## src/rtl/fetch_queue_pkg.sv

```systemverilog
// Shared types and constants for the instruction fetch queue.
// FSM encodings and field widths are kept here as macros and localparams so
// the fetch stage and its FIFO agree on one layout.
// Optional feature macro used by the top: FETCH_QUEUE_BYPASS_EN.
`ifndef FETCH_QUEUE_DEFINES_VH
`define FETCH_QUEUE_DEFINES_VH
`define FQ_REQ        2'd0
`define FQ_WAIT       2'd1
`define FQ_DROP       2'd2
`define FETCH_BLOCK_W 128
`define FETCH_PC_W    28
`endif

package fetch_queue_pkg;

    localparam int FETCH_BLOCK_W = `FETCH_BLOCK_W;
    localparam int FETCH_PC_W    = `FETCH_PC_W;
    localparam int FETCH_MASK_W  = 4;

    typedef enum logic [1:0] {
        FQ_S_REQ  = `FQ_REQ,
        FQ_S_WAIT = `FQ_WAIT,
        FQ_S_DROP = `FQ_DROP
    } fq_state_e;

    typedef struct packed {
        logic [FETCH_BLOCK_W-1:0] block;
        logic [FETCH_MASK_W-1:0]  mask;
        logic [FETCH_PC_W-1:0]    pc;
    } fetch_entry_t;

    // Slots before the entry word of a block are invalid; slot 0 is bit 3.
    function automatic logic [FETCH_MASK_W-1:0] entry_mask(input logic [1:0] slot);
        return 4'b1111 >> slot;
    endfunction

endpackage

```

## src/rtl/fetch_fifo.sv

```systemverilog
// Circular buffer of fetched blocks (instruction data, slot mask, block PC).
// A flush empties the buffer on the same edge and voids any push/pop issued
// in that cycle. The head entry is always presented on 'head'.
module fetch_fifo
    import fetch_queue_pkg::*;
#(
    parameter int DEPTH = 4
) (
    input  logic                     clk,
    input  logic                     rst,
    input  logic                     push,
    input  fetch_entry_t             push_data,
    input  logic                     pop,
    input  logic                     flush,
    output fetch_entry_t             head,
    output logic [$clog2(DEPTH):0]   count
);

    localparam int AW = $clog2(DEPTH);

    fetch_entry_t   mem [DEPTH];
    logic [AW-1:0]  rd_ptr;
    logic [AW-1:0]  wr_ptr;
    logic           do_push;
    logic           do_pop;

    assign do_push = push && !flush;
    assign do_pop  = pop && !flush && (count != '0);
    assign head    = mem[rd_ptr];

    // Storage write; contents are only observed through valid entries.
    always_ff @(posedge clk) begin
        if (do_push) begin
            mem[wr_ptr] <= push_data;
        end
    end

    // Pointer and occupancy bookkeeping, with flush taking priority.
    always_ff @(posedge clk or posedge rst) begin
        if (rst) begin
            rd_ptr <= '0;
            wr_ptr <= '0;
            count  <= '0;
        end else if (flush) begin
            rd_ptr <= '0;
            wr_ptr <= '0;
            count  <= '0;
        end else begin
            if (do_push) begin
                wr_ptr <= wr_ptr + 1'b1;
            end
            if (do_pop) begin
                rd_ptr <= rd_ptr + 1'b1;
            end
            case ({do_push, do_pop})
                2'b10:   count <= count + 1'b1;
                2'b01:   count <= count - 1'b1;
                default: count <= count;
            endcase
        end
    end

endmodule

```

## src/rtl/fetch_queue.sv

```systemverilog
// Instruction fetch stage feeding the 4-wide decoder.
// Walks 16-byte blocks from RESET_PC, keeps one memory request in flight,
// queues returned blocks with their slot mask and block PC, and restarts at
// the back-end redirect PC, throwing away anything fetched on the old path.
// Optional feature macro: FETCH_QUEUE_BYPASS_EN lets a response arriving into
// an empty queue appear on the outputs in the same cycle.
module fetch_queue
    import fetch_queue_pkg::*;
#(
    parameter logic [31:0] RESET_PC = 32'h1C00_0000,
    parameter int          DEPTH    = 4
) (
    input  logic                       clk,
    input  logic                       rst,
    input  logic                       redirect_valid,
    input  logic [31:0]                redirect_pc,
    output logic                       imem_req,
    output logic [31:0]                imem_addr,
    input  logic                       imem_ack,
    input  logic                       imem_rvalid,
    input  logic [FETCH_BLOCK_W-1:0]   imem_rdata,
    input  logic                       next_ready,
    output logic                       out_valid,
    output logic [FETCH_BLOCK_W-1:0]   inst_4W_out,
    output logic [FETCH_MASK_W-1:0]    inst_4W_valid_out,
    output logic [FETCH_PC_W-1:0]      inst_4W_pc_out
);

    localparam int CW = $clog2(DEPTH) + 1;

    fq_state_e                state;
    logic [29:0]              fetch_pc;
    logic                     first;
    logic [FETCH_PC_W-1:0]    req_pc;
    logic [FETCH_MASK_W-1:0]  req_mask;

    logic [CW-1:0]            count;
    logic [CW:0]              occupancy;
    logic                     space;
    logic [FETCH_MASK_W-1:0]  fetch_mask;
    logic                     accept;
    logic                     rsp_live;
    logic                     bypass_hit;
    logic                     push;
    logic                     pop;
    fetch_entry_t             push_data;
    fetch_entry_t             head;
    logic                     unused_redirect_bits;

    assign unused_redirect_bits = ^redirect_pc[1:0];

    // A request in flight reserves a queue slot so the queue never overflows.
    assign occupancy  = {1'b0, count} + {{CW{1'b0}}, (state == FQ_S_WAIT)};
    assign space      = int'(occupancy) < DEPTH;
    assign fetch_mask = first ? entry_mask(fetch_pc[1:0]) : 4'b1111;
    assign imem_req   = !rst && (state == FQ_S_REQ) && space && !redirect_valid;
    assign imem_addr  = {fetch_pc[29:2], 4'b0000};
    assign accept     = imem_req && imem_ack;
    assign rsp_live   = (state == FQ_S_WAIT) && imem_rvalid && !redirect_valid;

`ifdef FETCH_QUEUE_BYPASS_EN
    assign bypass_hit = rsp_live && (count == '0);
    assign push       = rsp_live && !(bypass_hit && next_ready);
`else
    assign bypass_hit = 1'b0;
    assign push       = rsp_live;
`endif

    assign pop       = (count != '0) && next_ready;
    assign out_valid = (count != '0) || bypass_hit;
    assign push_data = '{block: imem_rdata, mask: req_mask, pc: req_pc};

    fetch_fifo #(
        .DEPTH     (DEPTH)
    ) u_fifo (
        .clk       (clk),
        .rst       (rst),
        .push      (push),
        .push_data (push_data),
        .pop       (pop),
        .flush     (redirect_valid),
        .head      (head),
        .count     (count)
    );

    // Present the bypassed response or the queue head; zeros when idle.
    always_comb begin
        inst_4W_out       = '0;
        inst_4W_valid_out = '0;
        inst_4W_pc_out    = '0;
        if (bypass_hit) begin
            inst_4W_out       = imem_rdata;
            inst_4W_valid_out = req_mask;
            inst_4W_pc_out    = req_pc;
        end else if (count != '0) begin
            inst_4W_out       = head.block;
            inst_4W_valid_out = head.mask;
            inst_4W_pc_out    = head.pc;
        end
    end

    // Fetch sequencing: issue, wait for the response, or drop a stale one.
    always_ff @(posedge clk or posedge rst) begin
        if (rst) begin
            state    <= FQ_S_REQ;
            fetch_pc <= RESET_PC[31:2];
            first    <= 1'b1;
            req_pc   <= '0;
            req_mask <= '0;
        end else begin
            case (state)
                FQ_S_REQ: begin
                    if (redirect_valid) begin
                        fetch_pc <= redirect_pc[31:2];
                        first    <= 1'b1;
                    end else if (accept) begin
                        req_pc   <= fetch_pc[29:2];
                        req_mask <= fetch_mask;
                        fetch_pc <= {fetch_pc[29:2] + 28'd1, 2'b00};
                        first    <= 1'b0;
                        state    <= FQ_S_WAIT;
                    end
                end
                FQ_S_WAIT: begin
                    if (redirect_valid) begin
                        fetch_pc <= redirect_pc[31:2];
                        first    <= 1'b1;
                        state    <= imem_rvalid ? FQ_S_REQ : FQ_S_DROP;
                    end else if (imem_rvalid) begin
                        state    <= FQ_S_REQ;
                    end
                end
                FQ_S_DROP: begin
                    if (redirect_valid) begin
                        fetch_pc <= redirect_pc[31:2];
                        first    <= 1'b1;
                    end
                    if (imem_rvalid) begin
                        state    <= FQ_S_REQ;
                    end
                end
                default: begin
                    state <= FQ_S_REQ;
                end
            endcase
        end
    end

endmodule

```

## config.mk

```make
export PLATFORM = sky130hd
export DESIGN_NAME = fetch_queue
export DESIGN_NICKNAME = d
export VERILOG_FILES = /design/src/rtl/fetch_queue_pkg.sv /design/src/rtl/fetch_fifo.sv /design/src/rtl/fetch_queue.sv
export SDC_FILE = /design/constraint.sdc
export NUM_CORES = 1
export LEC_CHECK = 0
export BUFFER_PORTS_ARGS = -buffer_cell sky130_fd_sc_hd__clkbuf_2
export CAP_MARGIN = 20
export CORE_UTILIZATION = 35
export CTS_CLUSTER_SIZE = 16
export DETAILED_ROUTE_END_ITERATION = 16
export PLACE_DENSITY = 0.59
export SLEW_MARGIN = 20
export SYNTH_ARGS = -nofsm -noshare
export SYNTH_HDL_FRONTEND = slang
export SYNTH_SLANG_ARGS = --single-unit
```

## constraint.sdc

```tcl
create_clock -name clk -period 7.7 [get_ports clk]
set_clock_uncertainty 0.05 [all_clocks]
set_input_delay 1.54 -clock clk [delete_from_list [all_inputs] [get_ports clk]]
set_output_delay 1.54 -clock clk [all_outputs]
set_load 0.01 [all_outputs]
```

==> flow_summary.ini, run 1 <==
[clocking]
h-tree-depth = 3
ctsHoldBuffers = 0
cts_repair_resize_count = 0
clkTransAtPathRegs_ns = 0.06
clk_path_buf_depth = 3
cts_root_buffer = clkbuf_16
cts_made_buffers = 77
cts_setup_buffers = 0
clkSinkCount = 712
cts_tree = done
clock_latency_ns = 0.60

[floorplanning]
core.rowCount = 103
start_util_pct = 35.4
die_area_um2 = 81200
fp.dieH_um = 285
num_io_pins = 360
dieWidth_um = 285
core_region_area_um2 = 79100

[place]
place_congestion = 0.831
io_buffers = 353
dpl.hpwl_um = 35500
dpl.cell_count = 2734
postPlaceCellArea_um2 = 30800

[yosys]
ys_warn_count = 0
synthArstFlopShare_pct = 10.1
synth_compound_gate_area_share_pct = 2.30
ys_seq_area_share_pct = 75.0
synthTopCellsByCount = edfxtp_1, and2_1, mux4_2
synth-seq-cells = 712
synth_top_area_cell = edfxtp_1
yosys.cell_types.count = 61
yosys.area_share.simple_pct = 5.91
synth-edff-count = 640
synth_top_family_by_area = multiplexers
synth_area_per_cell_um2 = 19.8
synth_area_um2 = 28000
synth_fa_ha_area_share_pct = 0.473
synth_top_area_share_pct = 68.6
netlist_instances = 1417
ys.flop_type = edfxtp_1
synth_xor_area_share_pct = 0.0937
synth_area_leaders = edfxtp_1, mux4_2, dfrtp_1
yosysMostFrequentCell = edfxtp_1
synthMuxAreaShare_pct = 14.0

[sta]
whs_ns = 0.448
max_clock_freq_ghz = 0.207
hold_violations = 0
rsz0062_at_grt = no
finalSetupTns_ns = 0
layout_min_cycle_time_ns = 4.83
drv_slew = 0
setup_viol = 0
fin_crit_sh_pct = 62.7
maxSlewHeadroom_pct = 25.4
tightestPinTransition_ns = 1.12

[critical_path]
crit_path_end_kind = output port
crit_type = reg2out
cp_max_fo = 58
reg2regPathDepth = 6
worstPathArrival_ns = 3.24
worst_ep_required_time_ns = 6.11
critPathLaunchType = flop

[global_routing]
grt_pass1_vias = 15247
grt_pass1_wl_um = 91900
antenna_found_initial = 4
grt_max_degree = 90
gr-total-overflow = 0
grt_usage_pct = 14.8

[power]
p_leak_nw = 11.4
power_density_nw_per_um2 = 343
power_mw = 11.4
peakVddDrop_mv = 0.255

[route]
postRouteAntennaNets = 0
route.detailed.drc = 0
vias_per_cell = 4.95
vias = 14257
drtIter0Drc = 868
wl_um = 60200
wl_per_cell_um = 20.9
firstDrtPassIters = 4

[outcome]
status = completed

[finish]
drive_gt1_share_pct = 37.7
layout.cells.non_filler = 2878
syn2layout_area_growth_pct = 18.7
fill_cells = 7091
stdcell_area_um2 = 33300
layout.nets = 1939

[min_path]
hold_depth = 2
hold_path_class = reg2reg

[flow_run]
max_cap_violations = 0
==> logic make-up (layout without fill, tap and decap cells) <==
logic type / after synthesis / after routing
flops: 712 / 712
fa+ha+maj: 10 / 10
buf+inv: 119 / 525
xor+xnor: 3 / 3
mux: 188 / 188
simple gates: 284 / 284
other cells: 1 / 6
compound gates: 100 / 100
==> power by group <==
group          leakage (nW)  internal [mW]  switching, mW  total (mW)
Sequential             6.60           4.60          0.301        4.90
Combinational          3.63           1.33           1.64        2.97
Clock                  1.20           2.10           1.45        3.55
Total                  11.4           8.03           3.39        11.4
==> worst paths after layout <==
check                                        startpoint                      endpoint  slack [ns]
hold reg to reg                       first$_DFFE_PP1P_             first$_DFFE_PP1P_        0.45
hold / removal                        first$_DFFE_PP1P_             first$_DFFE_PP1P_        0.45
setup reg to reg                   state[1]$_DFFE_PP0P_  u_fifo.mem[1][108]$_DFFE_PP_        4.47
min in group asynchronous                           rst  u_fifo.rd_ptr[1]$_DFFE_PP0P_        1.18
max in group asynchronous                           rst  u_fifo.rd_ptr[0]$_DFFE_PP0P_        5.71
setup / recovery           u_fifo.rd_ptr[1]$_DFFE_PP0P_               inst_4W_out[29]        2.87
==> area by class of cell <==
cell class | count | area (µm²) | share of cell area [%]
tap | 1050 | 1310 | 3.95
timing repair buffer | 372 | 1980 | 5.96
clock inverter | 34 | 377 | 1.13
inverter | 11 | 41.3 | 0.124
clock buffer | 108 | 2110 | 6.33
multi-input combinational | 589 | 6420 | 19.3
antenna | 2 | 5.00 | 0.0150
sequential | 712 | 21000 | 63.2
==> flip-flops by register name, summed over array words and instances, names as in the netlist <==
signal,cells
u_fifo.rd_ptr,2
first,1
u_fifo.count,3
u_fifo.mem,640
fetch_pc,30
state,2
req_pc,28
req_mask,4
u_fifo.wr_ptr,2
==> metal layers <==
layer	routed length [µm]	part of all wire [%]	vias to the layer above	track usage, %
met5	48	0.080	-	0
met4	1420	2.4	6	4.79
met3	4180	6.9	101	3.70
met2	29200	49	427	24.3
met1	25400	42	7392	19.3
li1	-	-	6331	-
==> metrics by stage <==
stage          setup WS [ns]  util, %
3_3_place_gp            3.31     38.9
4_1_cts                 2.67     42.1
3_5_place_dp            3.35     38.9
6_report                2.87     42.1
2_1_floorplan           1.52        -
5_1_grt                 2.65     42.1
==> cell usage in the layout (no fill, tap or decap), drive strengths merged, types with 4 or more instances in the layout <==
cell type,Yosys,final
nand2b,4,4
nand2,33,33
nor2,24,24
dfstp,4,4
a2bb2oi,11,11
clkinv,0,27
nor3,4,4
bufinv,0,5
dfrtp,68,68
mux2,25,25
inv,11,12
a21oi,33,33
and3,6,6
and2,168,168
a31oi,4,4
nand4,9,9
o22ai,11,11
mux4,161,161
edfxtp,640,640
ha,9,9
o21ai,17,17
buf,65,19
nand3,22,22
clkbuf,43,461
conb,1,4
==> worst max-delay path, stage by stage, from the launching register on <==
cell and delay (ns):
dfrtp_4 0.89, buf_4 0.86, mux4_2 0.41, and2_1 0.17, clkbuf_2 0.21
Note: power is estimated with default switching activity, not from simulation.
==> run 2, diff against run 1 <==
clock period = 4.88 ns   (was 7.7 ns; I/O delays follow)
==> run 2 against run 1 <==
Against the previous run: register-to-register slack lost 2.5 ns; non-clock buffer count is 18 higher; final cell count rose by 0.45%; clock-buffer cell count shrank 12; critical path type unchanged; highest routed layer unchanged.
==> flow_summary.ini, run 2 (synthesis results as in run 1) <==
[power]
power_density_nw_per_um2 = 540
peakVddDrop_mv = 0.403
p_leak_nw = 11.5

[critical_path]
crit_path_top_delay_cell = dfrtp_4
cp_num_buf_inv = 2
crit_chain = buf_4 -> mux4_2 -> and2_1 -> clkbuf_2
critPathLaunchType = flop
crit_path_end_kind = output port
worst_ep_required_time_ns = 3.85
worstPathArrival_ns = 2.84
cp_max_fo = 30
cp_top_family = flip-flops
crit_path_max_incr_delay_ns = 0.91
crit_type = reg2out
regToRegSetupSlack_ns = 1.97

[finish]
fill_cells = 7077
reg.largest.list = u_fifo.mem (640), fetch_pc (30), req_pc (28)
final_common_cell = edfxtp_1
drive_gt1_share_pct = 38.4
layout.cells.non_filler = 2891
regMostFlops = u_fifo.mem
syn2layout_area_growth_pct = 19.4
largest_register_ffs = 640
layout.nets = 1957
utilization_pct = 42.3
final_cell_mix = edfxtp_1, clkbuf_2, and2_1, mux4_2, clkbuf_16

[global_routing]
grt_max_degree = 74
grt_pass1_vias = 15180
antenna_found_initial = 7
grt_usage_pct = 15.2
grt_pass1_wl_um = 93300
gr-total-overflow = 0

[sta]
finalSetupTns_ns = 0
tightestPinTransition_ns = 1.10
fin_crit_sh_pct = 79.1
maxSlewHeadroom_pct = 26.4
layout_min_cycle_time_ns = 3.86
drv_slew = 0
rsz0062_at_grt = no
max_clock_freq_ghz = 0.259
setup_viol = 0
hold_violations = 0

[clocking]
cts_root_buffer = clkbuf_16
ctsHoldBuffers = 0
cts_repair_resize_count = 0
h-tree-depth = 3
cts_setup_buffers = 0
cts_tree = done
clkTransAtPathRegs_ns = 0.06
clk_path_buf_depth = 3
cts_made_buffers = 77
clkSinkCount = 712
clock_latency_ns = 0.62

[route]
wl_per_cell_um = 21.5
postRouteAntennaNets = 0
vias_per_cell = 4.96
firstDrtPassIters = 4
wl_um = 62000
route.detailed.drc = 0
drtIter0Drc = 731
vias = 14348

[place]
io_buffers = 353
dpl.cell_count = 2752
place_congestion = 0.832
dpl.hpwl_um = 37600

[floorplanning]
start_util_pct = 35.4
num_io_pins = 360
core.rowCount = 103
die_area_um2 = 81200
fp.dieH_um = 285
core_region_area_um2 = 79100
dieWidth_um = 285

[min_path]
hold_path_class = in2async

[flow_run]
max_cap_violations = 0

[outcome]
status = completed
-- run 2: metrics by stage --
step	setup WS [ns]	total power, mW	hold WS (ns)	instance area [µm²]
finish	1.02	18.1	0.389	33500
global route	0.790	19.0	0.385	33500
detailed placement	1.54	12.8	0.425	31000
floorplan	1.06	10.9	0.402	28000
global placement	1.54	12.8	0.430	31000
CTS	0.872	18.4	0.362	33500
-- run 2: per-layer routing --
metal / up-vias / track usage [%] / routed length [µm]
met5: - / 0 / 79
met4: 14 / 3.57 / 972
met3: 93 / 4.51 / 4560
met2: 448 / 25.0 / 30500
met1: 7445 / 19.7 / 26000
li1: 6348 / - / -
-- run 2: power by group --
part | internal (mW) | switching (mW)
Combinational | 2.17 | 2.58
Sequential | 7.26 | 0.544
Clock | 3.15 | 2.39
-- run 2: final timing paths --
kind	from	to	cells after the start
worst max-delay path	u_fifo.rd_ptr[0]$_DFFE_PP0P_	inst_4W_valid_out[0]	4
worst min-delay path	rst	req_pc[23]$_DFFE_PP0P_	2
worst max register to register	state[1]$_DFFE_PP0P_	fetch_pc[17]$_DFFE_PP0P_	7
worst min register to register	first$_DFFE_PP1P_	first$_DFFE_PP1P_	2
max in group asynchronous	rst	fetch_pc[24]$_DFFE_PP1P_	3
min in group clk	first$_DFFE_PP1P_	first$_DFFE_PP1P_	2
-- run 2: area by class of cell --
type / instances / area, µm² / share of cell area [%]
multi-input combinational: 589 / 6430 / 19.2
clock inverter: 42 / 410 / 1.23
inverter: 11 / 41.3 / 0.123
tap: 1050 / 1310 / 3.92
antenna: 1 / 2.50 / 0.00747
sequential: 712 / 21000 / 62.8
timing repair buffer: 390 / 2230 / 6.67
clock buffer: 96 / 2020 / 6.03
